[src/rtl/pipe_stall_ctrl.sv]
// Hazard/stall controller for the 5-stage pipeline: load-use, multi-cycle
// mult/div occupancy of EX, and data-SRAM wait, plus a stall-cycle counter.
//
// state | meaning
// ------+-----------------------------------------------------------
// IDLE  | no mult/div in flight; EX may accept a new mult/div start
// BUSY  | mult/div occupying EX; counter counts remaining cycles down
module pipe_stall_ctrl #(
    parameter int MUL_CYCLES = 4,
    parameter int DIV_CYCLES = 33,
    parameter int CNT_W      = 6
) (
    input  logic        clk,
    input  logic        rst,
    input  logic        id_valid,
    input  logic [4:0]  id_rs,
    input  logic [4:0]  id_rt,
    input  logic        id_rs_re,
    input  logic        id_rt_re,
    input  logic        ex_load,
    input  logic [4:0]  ex_waddr,
    input  logic        ex_muldiv_start,
    input  logic [1:0]  ex_muldiv_op,
    input  logic        mem_wait,
    output logic [5:0]  stall,
    output logic        muldiv_busy,
    output logic        muldiv_finish,
    output logic [31:0] stall_cnt
);

    typedef enum logic {
        IDLE = 1'b0,
        BUSY = 1'b1
    } state_t;

    localparam logic [CNT_W-1:0] MUL_LOAD = CNT_W'(MUL_CYCLES - 1);
    localparam logic [CNT_W-1:0] DIV_LOAD = CNT_W'(DIV_CYCLES - 1);
    localparam logic [CNT_W-1:0] CNT_ZERO = '0;

    localparam logic [5:0] STALL_MEM    = 6'b011111;
    localparam logic [5:0] STALL_MULDIV = 6'b001111;
    localparam logic [5:0] STALL_LOAD   = 6'b000111;
    localparam logic [5:0] STALL_NONE   = 6'b000000;

    state_t           state_q;
    state_t           state_d;
    logic [CNT_W-1:0] cnt_q;
    logic [CNT_W-1:0] cnt_d;
    logic [31:0]      stall_cnt_q;

    logic             op_mul;
    logic             op_div;
    logic             start_ok;
    logic [CNT_W-1:0] load_val;
    logic             muldiv_stall;
    logic             finish_c;
    logic             load_use;
    logic             rs_hit;
    logic             rt_hit;
    logic [5:0]       stall_c;

    assign op_mul   = (ex_muldiv_op == 2'b01);
    assign op_div   = (ex_muldiv_op == 2'b10);
    assign start_ok = ex_muldiv_start & (op_mul | op_div);
    assign load_val = op_mul ? MUL_LOAD : DIV_LOAD;

    always_ff @(posedge clk or negedge rst) begin
        if (!rst) begin
            state_q <= IDLE;
            cnt_q   <= '0;
        end else begin
            state_q <= state_d;
            cnt_q   <= cnt_d;
        end
    end

    always_comb begin
        state_d      = state_q;
        cnt_d        = cnt_q;
        finish_c     = 1'b0;
        muldiv_stall = 1'b0;
        case (state_q)
            IDLE: begin
                if (start_ok) begin
                    cnt_d = load_val;
                    // a single-cycle op completes in its start cycle without stalling
                    if (load_val == CNT_ZERO) begin
                        finish_c = 1'b1;
                    end else begin
                        state_d      = BUSY;
                        muldiv_stall = 1'b1;
                    end
                end
            end
            BUSY: begin
                muldiv_stall = (cnt_q != CNT_ZERO) | mem_wait;
                if (mem_wait) begin
                    cnt_d = cnt_q;
                end else if (cnt_q != CNT_ZERO) begin
                    cnt_d = cnt_q - 1'b1;
                end else begin
                    finish_c = 1'b1;
                    state_d  = IDLE;
                end
            end
            default: begin
                state_d = IDLE;
            end
        endcase
    end

    assign rs_hit   = id_rs_re & (id_rs == ex_waddr);
    assign rt_hit   = id_rt_re & (id_rt == ex_waddr);
    assign load_use = id_valid & ex_load & (ex_waddr != 5'd0) & (rs_hit | rt_hit);

    always_comb begin
        stall_c = STALL_NONE;
        if (mem_wait) begin
            stall_c = STALL_MEM;
        end else if (muldiv_stall) begin
            stall_c = STALL_MULDIV;
        end else if (load_use) begin
            stall_c = STALL_LOAD;
        end
    end

    // outputs are forced quiet while reset is held, even if inputs still request work
    assign stall         = rst ? stall_c : STALL_NONE;
    assign muldiv_busy   = rst & (state_q == BUSY);
    assign muldiv_finish = rst & finish_c;

    always_ff @(posedge clk or negedge rst) begin
        if (!rst) begin
            stall_cnt_q <= '0;
        end else if (stall[0]) begin
            stall_cnt_q <= stall_cnt_q + 32'd1;
        end
    end

    assign stall_cnt = stall_cnt_q;

endmodule

[config.mk]
export PLATFORM = sky130hd
export DESIGN_NAME = pipe_stall_ctrl
export DESIGN_NICKNAME = d
export VERILOG_FILES = /design/src/rtl/pipe_stall_ctrl.sv
export SDC_FILE = /design/constraint.sdc
export NUM_CORES = 1
export LEC_CHECK = 0
export BUFFER_PORTS_ARGS = -buffer_cell sky130_fd_sc_hd__clkbuf_2
export CAP_MARGIN = 25
export CORE_MARGIN = 5
export CORE_UTILIZATION = 40
export CTS_CLUSTER_DIAMETER = 40
export CTS_CLUSTER_SIZE = 40
export DETAILED_ROUTE_END_ITERATION = 10
export PLACE_DENSITY = 0.74
export SLEW_MARGIN = 30
export SYNTH_ARGS = -nofsm -noshare
export SYNTH_HDL_FRONTEND = slang
export SYNTH_SLANG_ARGS = --single-unit
[constraint.sdc]
create_clock -name clk -period 2.8 [get_ports clk]
set_clock_uncertainty 0.05 [all_clocks]
set_input_delay 0.14 -clock clk [delete_from_list [all_inputs] [get_ports clk]]
set_output_delay 0.14 -clock clk [all_outputs]
set_load 0.02 [all_outputs]
==> flow_summary_export.csv, run 1 <==
group,metric,value,unit
timing,fmax,0.396,GHz
clock_network,h-tree-depth,2,
cells_and_area,finish.instance_area,2620,um2
timing,fin_ws,0.275,ns
synthesis,synth_common_cells,"dfrtp_1, xor2_1, xnor2_1",
min_path,min_from,"mem_wait",
min_path,hold_class,"primary input to flip-flop",
synthesis,syn_nets,226,
pwr,power,1.75,mW
placed_design,place_ws,0.513,ns
synthesis,synth_top_area_share,0.464,
routing,postRouteWirelength,4790,um
pwr,p_sw,0.630,mW
synthesis,yosysMostFrequentCell,"dfrtp_1",
timing,tightest_slew,0.661,ns
clock_network,cts_resized,0,
placed_design,portBuffers,63,
worst_setup_path,cp.required,2.61,ns
pwr,irDropWorstVdd,0.327,mV
synthesis,synth_cell_types,44,
routing,num_vias,1751,
worst_setup_path,worstSetupPathType,"flip-flop to output pin",
worst_setup_path,path_max_fanout,11,
synthesis,ys_warn_count,0,
synthesis,synthArstFlopShare,1.00,
grt,grtUsageTotal,0.153,
pwr,p_per_area,668,nW/um2
worst_setup_path,cp-startpoint,"cnt_q[2]$_DFFE_PN0P_",
placed_design,gp_congestion,0.833,
synthesis,netlist_instances,197,
placed_design,place_area,2510,um2
floorplan,die_h,82.5,um
run_status,status,"complete, no violations",
synthesis,yosys.area.top_type,"dfrtp_1",
pwr,leakage,1.32,nW
floorplan,rows,26,
routing,vias_per_cell,5.17,
cells_and_area,drive_gt1_frac,0.316,
job,cap_viol_max_count,0,
floorplan,dieArea,6810,um2
clock_network,numCtsBuffers,5,
synthesis,synth_area_leaders,"dfrtp_1, xor2_1, xnor2_1",
synthesis,ys_seq_elements,39,
grt,grt_pass1_wl,7960,um
timing,finalMaxSlewViolations,0,
pwr,p_comb_frac,0.319,
floorplan,die_w,82.5,um
clock_network,cts_tree,"done",
worst_setup_path,reg2reg_slack,0.49,ns
pwr,p_clk_frac,0.239,
pwr,pwr-share-seq,0.442,
grt,grt_pass1_vias,1728,
grt,antenna_found_initial,0,
routing,drt_iter0_markers,52,
routing,first_pass_iters,4,
worst_setup_path,start_kind,"flip-flop",
timing,hold_violations,0,
placed_design,dpl.hpwl,3600,um
clock_network,insertion_delay,0.29,ns
timing,period_share,0.902,
routing,wl_met3,373,um
clock_network,cts_root_buffer,"clkbuf_8",
cells_and_area,finalNetCount,297,
worst_setup_path,worstReg2RegStart,"cnt_q[2]$_DFFE_PN0P_",
worst_setup_path,crit_arrival,2.33,ns
routing,drc,0,
clock_network,cts.path.max_buffers,2,
clock_network,clock-sinks,39,
routing,ant_nets,0,
grt,grt.overflow.total,0,
timing,rsz0062_at_grt,"no",
synthesis,yosysSeqAreaShare,0.464,
synthesis,synth_ff_type,"dfrtp_1",
pwr,p_sw_frac,0.360,
synthesis,synth_edf_count,0,
pwr,p_int,1.12,mW
floorplan,start_util,0.412,
routing,m1WireLength,2120,um
timing,slew-limit-headroom,0.560,
floorplan,core-area,5110,um2
grt,grt_max_degree,29,
floorplan,ios,65,
routing,highest_layer,"met4",
worst_setup_path,worst_setup_path_end_kind,"output pin",
routing,routedWlPerCell,14.1,um
cells_and_area,n_antenna_cell,0,
synthesis,syn_area,2100,um2
timing,final-setup-viol-count,0,
cells_and_area,area_delta_synth_final,24.4,%
routing,dr_wl_met2,2170,um
timing,timing.final.crit_period,2.52,ns
timing,final.setup.tns,0,ns
synthesis,avgSynthCellArea,10.7,um2
clock_network,clk_pin_slew,0.08,ns
cells_and_area,post-route-util,0.512,
## sequential cells by signal (all words and copies together), names as in the netlist
signal and cells:
stall_cnt 32, cnt_q 6, state_q 1
## final cells by class
class / count / area (um2)
fill: 476 / 2490
timing repair buffer: 67 / 348
sequential: 39 / 976
inverter: 6 / 25.0
tap: 70 / 87.6
multi-input combinational: 149 / 1080
clock buffer: 8 / 100
## metrics by stage
stage               hold WS [ns]  cells
detailed placement        0.0990    330
finish                     0.144    339
floorplan                 -0.206    197
global placement           0.104    330
global route               0.171    339
CTS                        0.135    339
## repair_timing
action                     4_1_cts  5_1_grt
hold buffers                     1        0
hold endpoints to repair        39        0
buffers inserted                 0        0
setup endpoints to repair        0        0
## layer usage
layer,GRT usage,vias up
li1,-,826
met1,0.192,840
met2,0.254,70
met3,0.0380,15
met4,0.0556,0
met5,0,-
## critical path, stage by stage, from the launching register on
cell      delay (ns)
dfrtp_1         0.43
or3_4           0.39
o31a_1          0.27
o31a_4          0.33
a21oi_4         0.33
inv_4           0.12
clkbuf_2        0.18
## cells by family (layout without fill, tap and decap cells)
family	count (synthesis)	in the layout	synth area share
AO/OA/AOI/OAI	19	19	0.0863
XOR/XNOR	43	43	0.179
adder cells (fa/ha/maj)	4	4	0.0238
buffers and inverters	9	81	0.0226
flip-flops	39	39	0.464
other	1	1	0.00178
AND/OR/NAND/NOR	82	82	0.222
## power groups by stage
| stage | clock, mW | sequential (mW) | combinational, mW |
|---|---|---|---|
| detailed placement | 0 | 0.780 | 0.563 |
| finish | 0.418 | 0.772 | 0.558 |
| global route | 0.446 | 0.791 | 0.622 |
| CTS | 0.429 | 0.771 | 0.566 |
| floorplan | 0 | 0.814 | 0.345 |
| global placement | 0 | 0.777 | 0.551 |
## layout by cell type, fill, tap and decap left out, types with 3 or more instances in the layout
cell	synthesis	final
and2_1	3	3
ha_1	4	4
clkbuf_2	0	63
nand4_1	5	5
o21ai_0	4	4
xnor2_1	21	21
nor3b_1	6	6
nor3_1	6	6
dfrtp_1	39	39
xor2_1	22	22
nor4_1	4	4
buf_4	3	3
nor2_1	15	15
nand3_1	7	7
inv_1	5	5
clkbuf_8	0	7
nand2_1	18	18
## worst paths after layout
check,depth (start not counted),end
max,6,stall[2]
min,3,state_q$_DFF_PN0_
max reg2reg,6,stall_cnt[29]$_DFFE_PN0P_
min reg2reg,1,stall_cnt[19]$_DFFE_PN0P_
max in group asynchronous,3,stall_cnt[25]$_DFFE_PN0P_
min in group asynchronous,3,stall_cnt[15]$_DFFE_PN0P_
Note: power is estimated with default switching activity, not from simulation.
==> run 2, diff against run 1 <==
RECOVER_POWER = 25   (was unset)
==> run 2 against run 1 <==
Against the previous run:
- power about the same
- combinational power barely moved
- sequential share of layout area grew 0.054 points
- register-to-register slack about the same
- fmax is essentially flat
- clock power about the same
- utilization decreased by 0.073 points
- setup slack barely moved
- hold slack worse by 0.00085 ns
- sequential power hardly changed
- critical path depth did not move
- sequential cell count did not move
- largest power group unchanged
==> flow_summary_export.csv, run 2 (same netlist as run 1, synthesis figures left out) <==
group,metric,value,unit
grt,grt_pass1_vias,1728,
cells_and_area,final_common_cell,"clkbuf_2",
cells_and_area,finalNetCount,297,
cells_and_area,post-route-util,0.512,
clock_network,cts_resized,0,
grt,grt_pass1_wl,7960,um
run_status,status,"complete, no violations",
clock_network,cts_root_buffer,"clkbuf_8",
timing,final.setup.tns,0,ns
pwr,leakage,1.31,nW
placed_design,place_ws,0.513,ns
cells_and_area,largest_reg_flops,32,
worst_setup_path,start_kind,"flip-flop",
placed_design,dp.cells,330,
pwr,irDropWorstVdd,0.326,mV
clock_network,clock-sinks,39,
timing,fin_ws,0.275,ns
pwr,p_per_area,669,nW/um2
timing,timing.final.crit_period,2.53,ns
timing,holdWs,0.143,ns
placed_design,gp_congestion,0.833,
worst_setup_path,worstSetupPathType,"flip-flop to output pin",
placed_design,portBuffers,63,
timing,slew-limit-headroom,0.466,
clock_network,cts.path.max_buffers,2,
placed_design,place_area,2510,um2
job,cap_viol_max_count,0,
worst_setup_path,cp.required,2.61,ns
timing,fmax,0.396,GHz
pwr,p_sw,0.630,mW
cells_and_area,n_antenna_cell,0,
clock_network,cts_tree,"done",
routing,ant_nets,0,
pwr,pwr-share-seq,0.442,
clock_network,numCtsBuffers,5,
clock_network,clk_pin_slew,0.08,ns
pwr,p_int,1.12,mW
timing,rsz0062_at_grt,"no",
floorplan,start_util,0.412,
cells_and_area,filler_cell_count,478,
timing,final-setup-viol-count,0,
cells_and_area,multi_input_area,1080,um2
grt,grt.overflow.total,0,
pwr,power,1.75,mW
cells_and_area,drive_gt1_frac,0.312,
grt,antenna_found_initial,0,
floorplan,rows,26,
cells_and_area,ff_latch_area,976,um2
clock_network,h-tree-depth,2,
cells_and_area,area_delta_synth_final,24.2,%
timing,hold_violations,0,
routing,drt_iter0_markers,60,
floorplan,die_h,82.5,um
placed_design,dpl.hpwl,3600,um
floorplan,dieArea,6810,um2
grt,grt_max_degree,29,
cells_and_area,stdcell_count,339,
routing,num_vias,1750,
timing,tightest_slew,0.801,ns
cells_and_area,final_cell_mix,"clkbuf_2, dfrtp_1, xor2_1",
routing,routedWlPerCell,14.1,um
worst_setup_path,crit_arrival,2.34,ns
routing,drc,0,
pwr,p_comb_frac,0.319,
worst_setup_path,worst_setup_path_end_kind,"output pin",
grt,grtUsageTotal,0.153,
pwr,p_sw_frac,0.360,
clock_network,insertion_delay,0.29,ns
timing,finalMaxSlewViolations,0,
timing,period_share,0.902,
pwr,p_clk_frac,0.239,
cells_and_area,finish.instance_area,2610,um2
floorplan,ios,65,
routing,first_pass_iters,4,
routing,postRouteWirelength,4790,um
min_path,hold_class,"primary input to flip-flop",
floorplan,die_w,82.5,um
floorplan,core-area,5110,um2
worst_setup_path,path_max_fanout,11,
routing,vias_per_cell,5.16,
-- run 2: cell count changes in the layout (fill, tap and decap cells not counted) --
cell,before,now
buf_4,3,2
clkbuf_1,1,2
-- run 2: worst paths after layout --
| check | slack, ns | cells past startpoint | end | from |
|---|---|---|---|---|
| worst max-delay path | 0.27 | 6 | stall[2] | cnt_q[2]$_DFFE_PN0P_ |
| worst min-delay path | 0.14 | 3 | state_q$_DFF_PN0_ | mem_wait |
| worst max register to register | 0.49 | 6 | stall_cnt[29]$_DFFE_PN0P_ | cnt_q[2]$_DFFE_PN0P_ |
| worst min register to register | 0.44 | 1 | stall_cnt[19]$_DFFE_PN0P_ | stall_cnt[19]$_DFFE_PN0P_ |
| max in group asynchronous | 1.62 | 3 | stall_cnt[12]$_DFFE_PN0P_ | rst |
| min in group asynchronous | 0.42 | 3 | cnt_q[3]$_DFFE_PN0P_ | rst |
-- run 2: area by class of cell --
type                            instances  share of cell area
Timing Repair Buffer                   67               0.132
Sequential cell                        39               0.374
Clock buffer                            8              0.0383
Tap cell                               70              0.0335
Multi-Input combinational cell        149               0.413
Inverter                                6             0.00958
-- run 2: layer usage --
| layer | global-route usage | wire (um) | up-vias |
|---|---|---|---|
| met3 | 0.0380 | 373 | 15 |
| li1 | - | - | 825 |
| met1 | 0.192 | 2120 | 840 |
| met5 | 0 | 0 | - |
| met2 | 0.254 | 2170 | 70 |
| met4 | 0.0556 | 119 | 0 |
-- run 2: power groups by stage --
stage	Combinational, mW	Sequential (mW)	Clock (mW)
final	0.558	0.772	0.418
after global routing	0.622	0.791	0.446
after CTS	0.566	0.771	0.429
after detailed placement	0.563	0.780	0
after global placement	0.551	0.777	0
after floorplan	0.345	0.814	0
-- run 2: worst max-delay path: stages (launching register included) --
cell      delay [ns]
dfrtp_1         0.43
or3_4           0.39
o31a_1          0.27
o31a_4          0.33
a21oi_4         0.33
inv_4           0.12
clkbuf_2        0.18
-- run 2: timing repair --
action                                 4_1_cts  5_1_grt
hold buffers                                 1        0
buffers inserted                             0        0
endpoints found under the hold margin       39        0
==> run 3, diff against run 2 <==
CORE_UTILIZATION = 51   (was 40)
PLACE_DENSITY = 0.89   (was 0.74)
RECOVER_POWER = unset   (was 25)
==> run 3 against run 2 <==
Against the previous run:
- sequential cell count stayed put
- first-iteration DRC count is 48% higher
- via count is 2.7% lower
- highest routed layer unchanged
- largest power group unchanged
- wire length is 1.9% lower
- count of clock-buffer cells in the layout is 2 lower
- critical path depth stayed put
- global-route usage is 3.3 points higher
- non-clock buffer count stayed put
- sequential share of layout area is 0.054 points higher
==> flow_summary_export.csv, run 3 (same netlist as run 1, synthesis figures left out) <==
group,metric,value,unit
run_status,status,"complete, no violations",
grt,grt.overflow.total,0,
pwr,p_comb_frac,0.310,
worst_setup_path,cp.required,2.61,ns
clock_network,cts_tree,"done",
timing,slew-limit-headroom,0.547,
cells_and_area,final_cell_mix,"clkbuf_2, dfrtp_1, xor2_1",
floorplan,die_w,74.2,um
cells_and_area,drive_gt1_frac,0.320,
grt,top_usage_layer,"met2",
clock_network,clock-sinks,39,
timing,hold_violations,0,
placed_design,gp_congestion,0.816,
clock_network,cts_root_buffer,"clkbuf_8",
worst_setup_path,reg2reg_slack,0.50,ns
worst_setup_path,start_kind,"flip-flop",
min_path,hold_class,"primary input to flip-flop",
routing,ant_nets,0,
floorplan,dieArea,5510,um2
clock_network,insertion_delay,0.29,ns
pwr,p_sw,0.649,mW
grt,met1_usage,0.235,
grt,grt_pass1_vias,1622,
cells_and_area,final_common_cell,"clkbuf_2",
worst_setup_path,worst_setup_path_end_kind,"output pin",
job,cap_viol_max_count,0,
worst_setup_path,crit_path_end,"stall[2]",
worst_setup_path,worstReg2RegStart,"cnt_q[3]$_DFFE_PN0P_",
timing,final.setup.tns,0,ns
worst_setup_path,r2r_cells,6,
grt,grtUsageTotal,0.186,
pwr,p_sw_frac,0.354,
worst_setup_path,path_max_fanout,11,
worst_setup_path,timing.rr.end,"stall_cnt[27]$_DFFE_PN0P_",
placed_design,dpl.hpwl,3540,um
cells_and_area,filler_cell_count,306,
pwr,p_int,1.18,mW
clock_network,cts_resized,0,
grt,grt_max_degree,20,
cells_and_area,multi_input_area,1080,um2
pwr,power,1.83,mW
cells_and_area,post-route-util,0.652,
grt,antenna_found_initial,0,
routing,drt_iter0_markers,89,
cells_and_area,area_delta_synth_final,24.0,%
floorplan,die_h,74.2,um
routing,vias_per_cell,5.34,
routing,routedWlPerCell,14.7,um
grt,grt_pass1_wl,7620,um
clock_network,cts.path.max_buffers,2,
cells_and_area,n_antenna_cell,0,
pwr,pwr-share-seq,0.424,
cells_and_area,stdcell_count,319,
pwr,p_clk_frac,0.265,
pwr,leakage,1.33,nW
timing,timing.final.crit_period,2.52,ns
worst_setup_path,crit_arrival,2.33,ns
cells_and_area,finalNetCount,297,
cells_and_area,largest_reg_flops,32,
floorplan,rows,23,
clock_network,h-tree-depth,2,
worst_setup_path,cp-startpoint,"cnt_q[3]$_DFFE_PN0P_",
timing,fmax,0.397,GHz
pwr,p_per_area,702,nW/um2
clock_network,clk_pin_slew,0.07,ns
routing,num_vias,1703,
routing,postRouteWirelength,4690,um
placed_design,dp.cells,310,
timing,holdWs,0.136,ns
routing,drc,0,
timing,period_share,0.900,
floorplan,ios,65,
timing,finalMaxSlewViolations,0,
timing,rsz0062_at_grt,"no",
timing,tightest_slew,0.680,ns
floorplan,start_util,0.526,
routing,first_pass_iters,4,
pwr,irDropWorstVdd,0.460,mV
floorplan,core-area,4000,um2
timing,final-setup-viol-count,0,
placed_design,portBuffers,63,
clock_network,numCtsBuffers,5,
cells_and_area,ff_latch_area,976,um2
worst_setup_path,worstSetupPathType,"flip-flop to output pin",
clock_network,post_cts_buffers,0,
grt,met2_usage,0.306,
grt,grt_util_met3,0.0446,
==> run 3: changes by cell type in the layout (fill, tap and decap cells not counted) <==
| cell | change |
|---|---|
| clkinv_2 | +1 |
| clkbuf_1 | -2 |
| buf_4 | +1 |
| clkbuf_8 | -1 |
| bufinv_16 | +1 |
==> run 3: final cells by class <==
class	instances	area share
Clock buffer	6	0.0317
Clock inverter	2	0.0134
Inverter	6	0.00959
Multi-Input combinational cell	149	0.414
Sequential cell	39	0.374
Tap cell	50	0.0240
Timing Repair Buffer	67	0.133
==> run 3: metal layers <==
layer / share of wire / wire length [um]
met2: 0.47 / 2190
met5: 0 / 0
met4: 0.017 / 79
met3: 0.085 / 398
met1: 0.43 / 2020
==> run 3: through the flow <==
| step | instance area [um2] | setup WS (ns) |
|---|---|---|
| final | 2610 | 0.281 |
| after global routing | 2610 | 0.186 |
| after detailed placement | 2480 | 0.507 |
| after floorplan | 2100 | 0.627 |
| after global placement | 2480 | 0.559 |
| after CTS | 2610 | 0.266 |
==> run 3: power by group through the flow <==
| stage | sequential (mW) | clock, mW | combinational (mW) |
|---|---|---|---|
| final | 0.777 | 0.486 | 0.568 |
| after global routing | 0.798 | 0.517 | 0.629 |
| after CTS | 0.774 | 0.498 | 0.574 |
| after detailed placement | 0.781 | 0 | 0.566 |
| after global placement | 0.776 | 0 | 0.544 |
| after floorplan | 0.814 | 0 | 0.345 |
==> run 3: worst min-delay path by stage <==
stage	startpoint	endpoint	slack, ns	cells after the start
2_1_floorplan	rst	cnt_q[0]$_DFFE_PN0P_	-0.21	0
3_3_place_gp	rst	stall_cnt[7]$_DFFE_PN0P_	-0.02	1
3_5_place_dp	rst	stall_cnt[7]$_DFFE_PN0P_	-0.02	1
4_1_cts	mem_wait	state_q$_DFF_PN0_	0.12	3
5_1_grt	mem_wait	state_q$_DFF_PN0_	0.13	3
6_report	mem_wait	state_q$_DFF_PN0_	0.14	3
==> run 3: critical path, stage by stage, from the launching register on <==
cell,delay (ns)
dfrtp_1,0.42
or3_4,0.41
o31a_1,0.27
o31a_4,0.33
a21oi_4,0.31
inv_4,0.12
clkbuf_2,0.18
==> run 3: what timing repair did <==
item	in CTS	in global routing
hold buffers	1	0
endpoints found under the hold margin	21	0
endpoints found under the setup margin	0	0
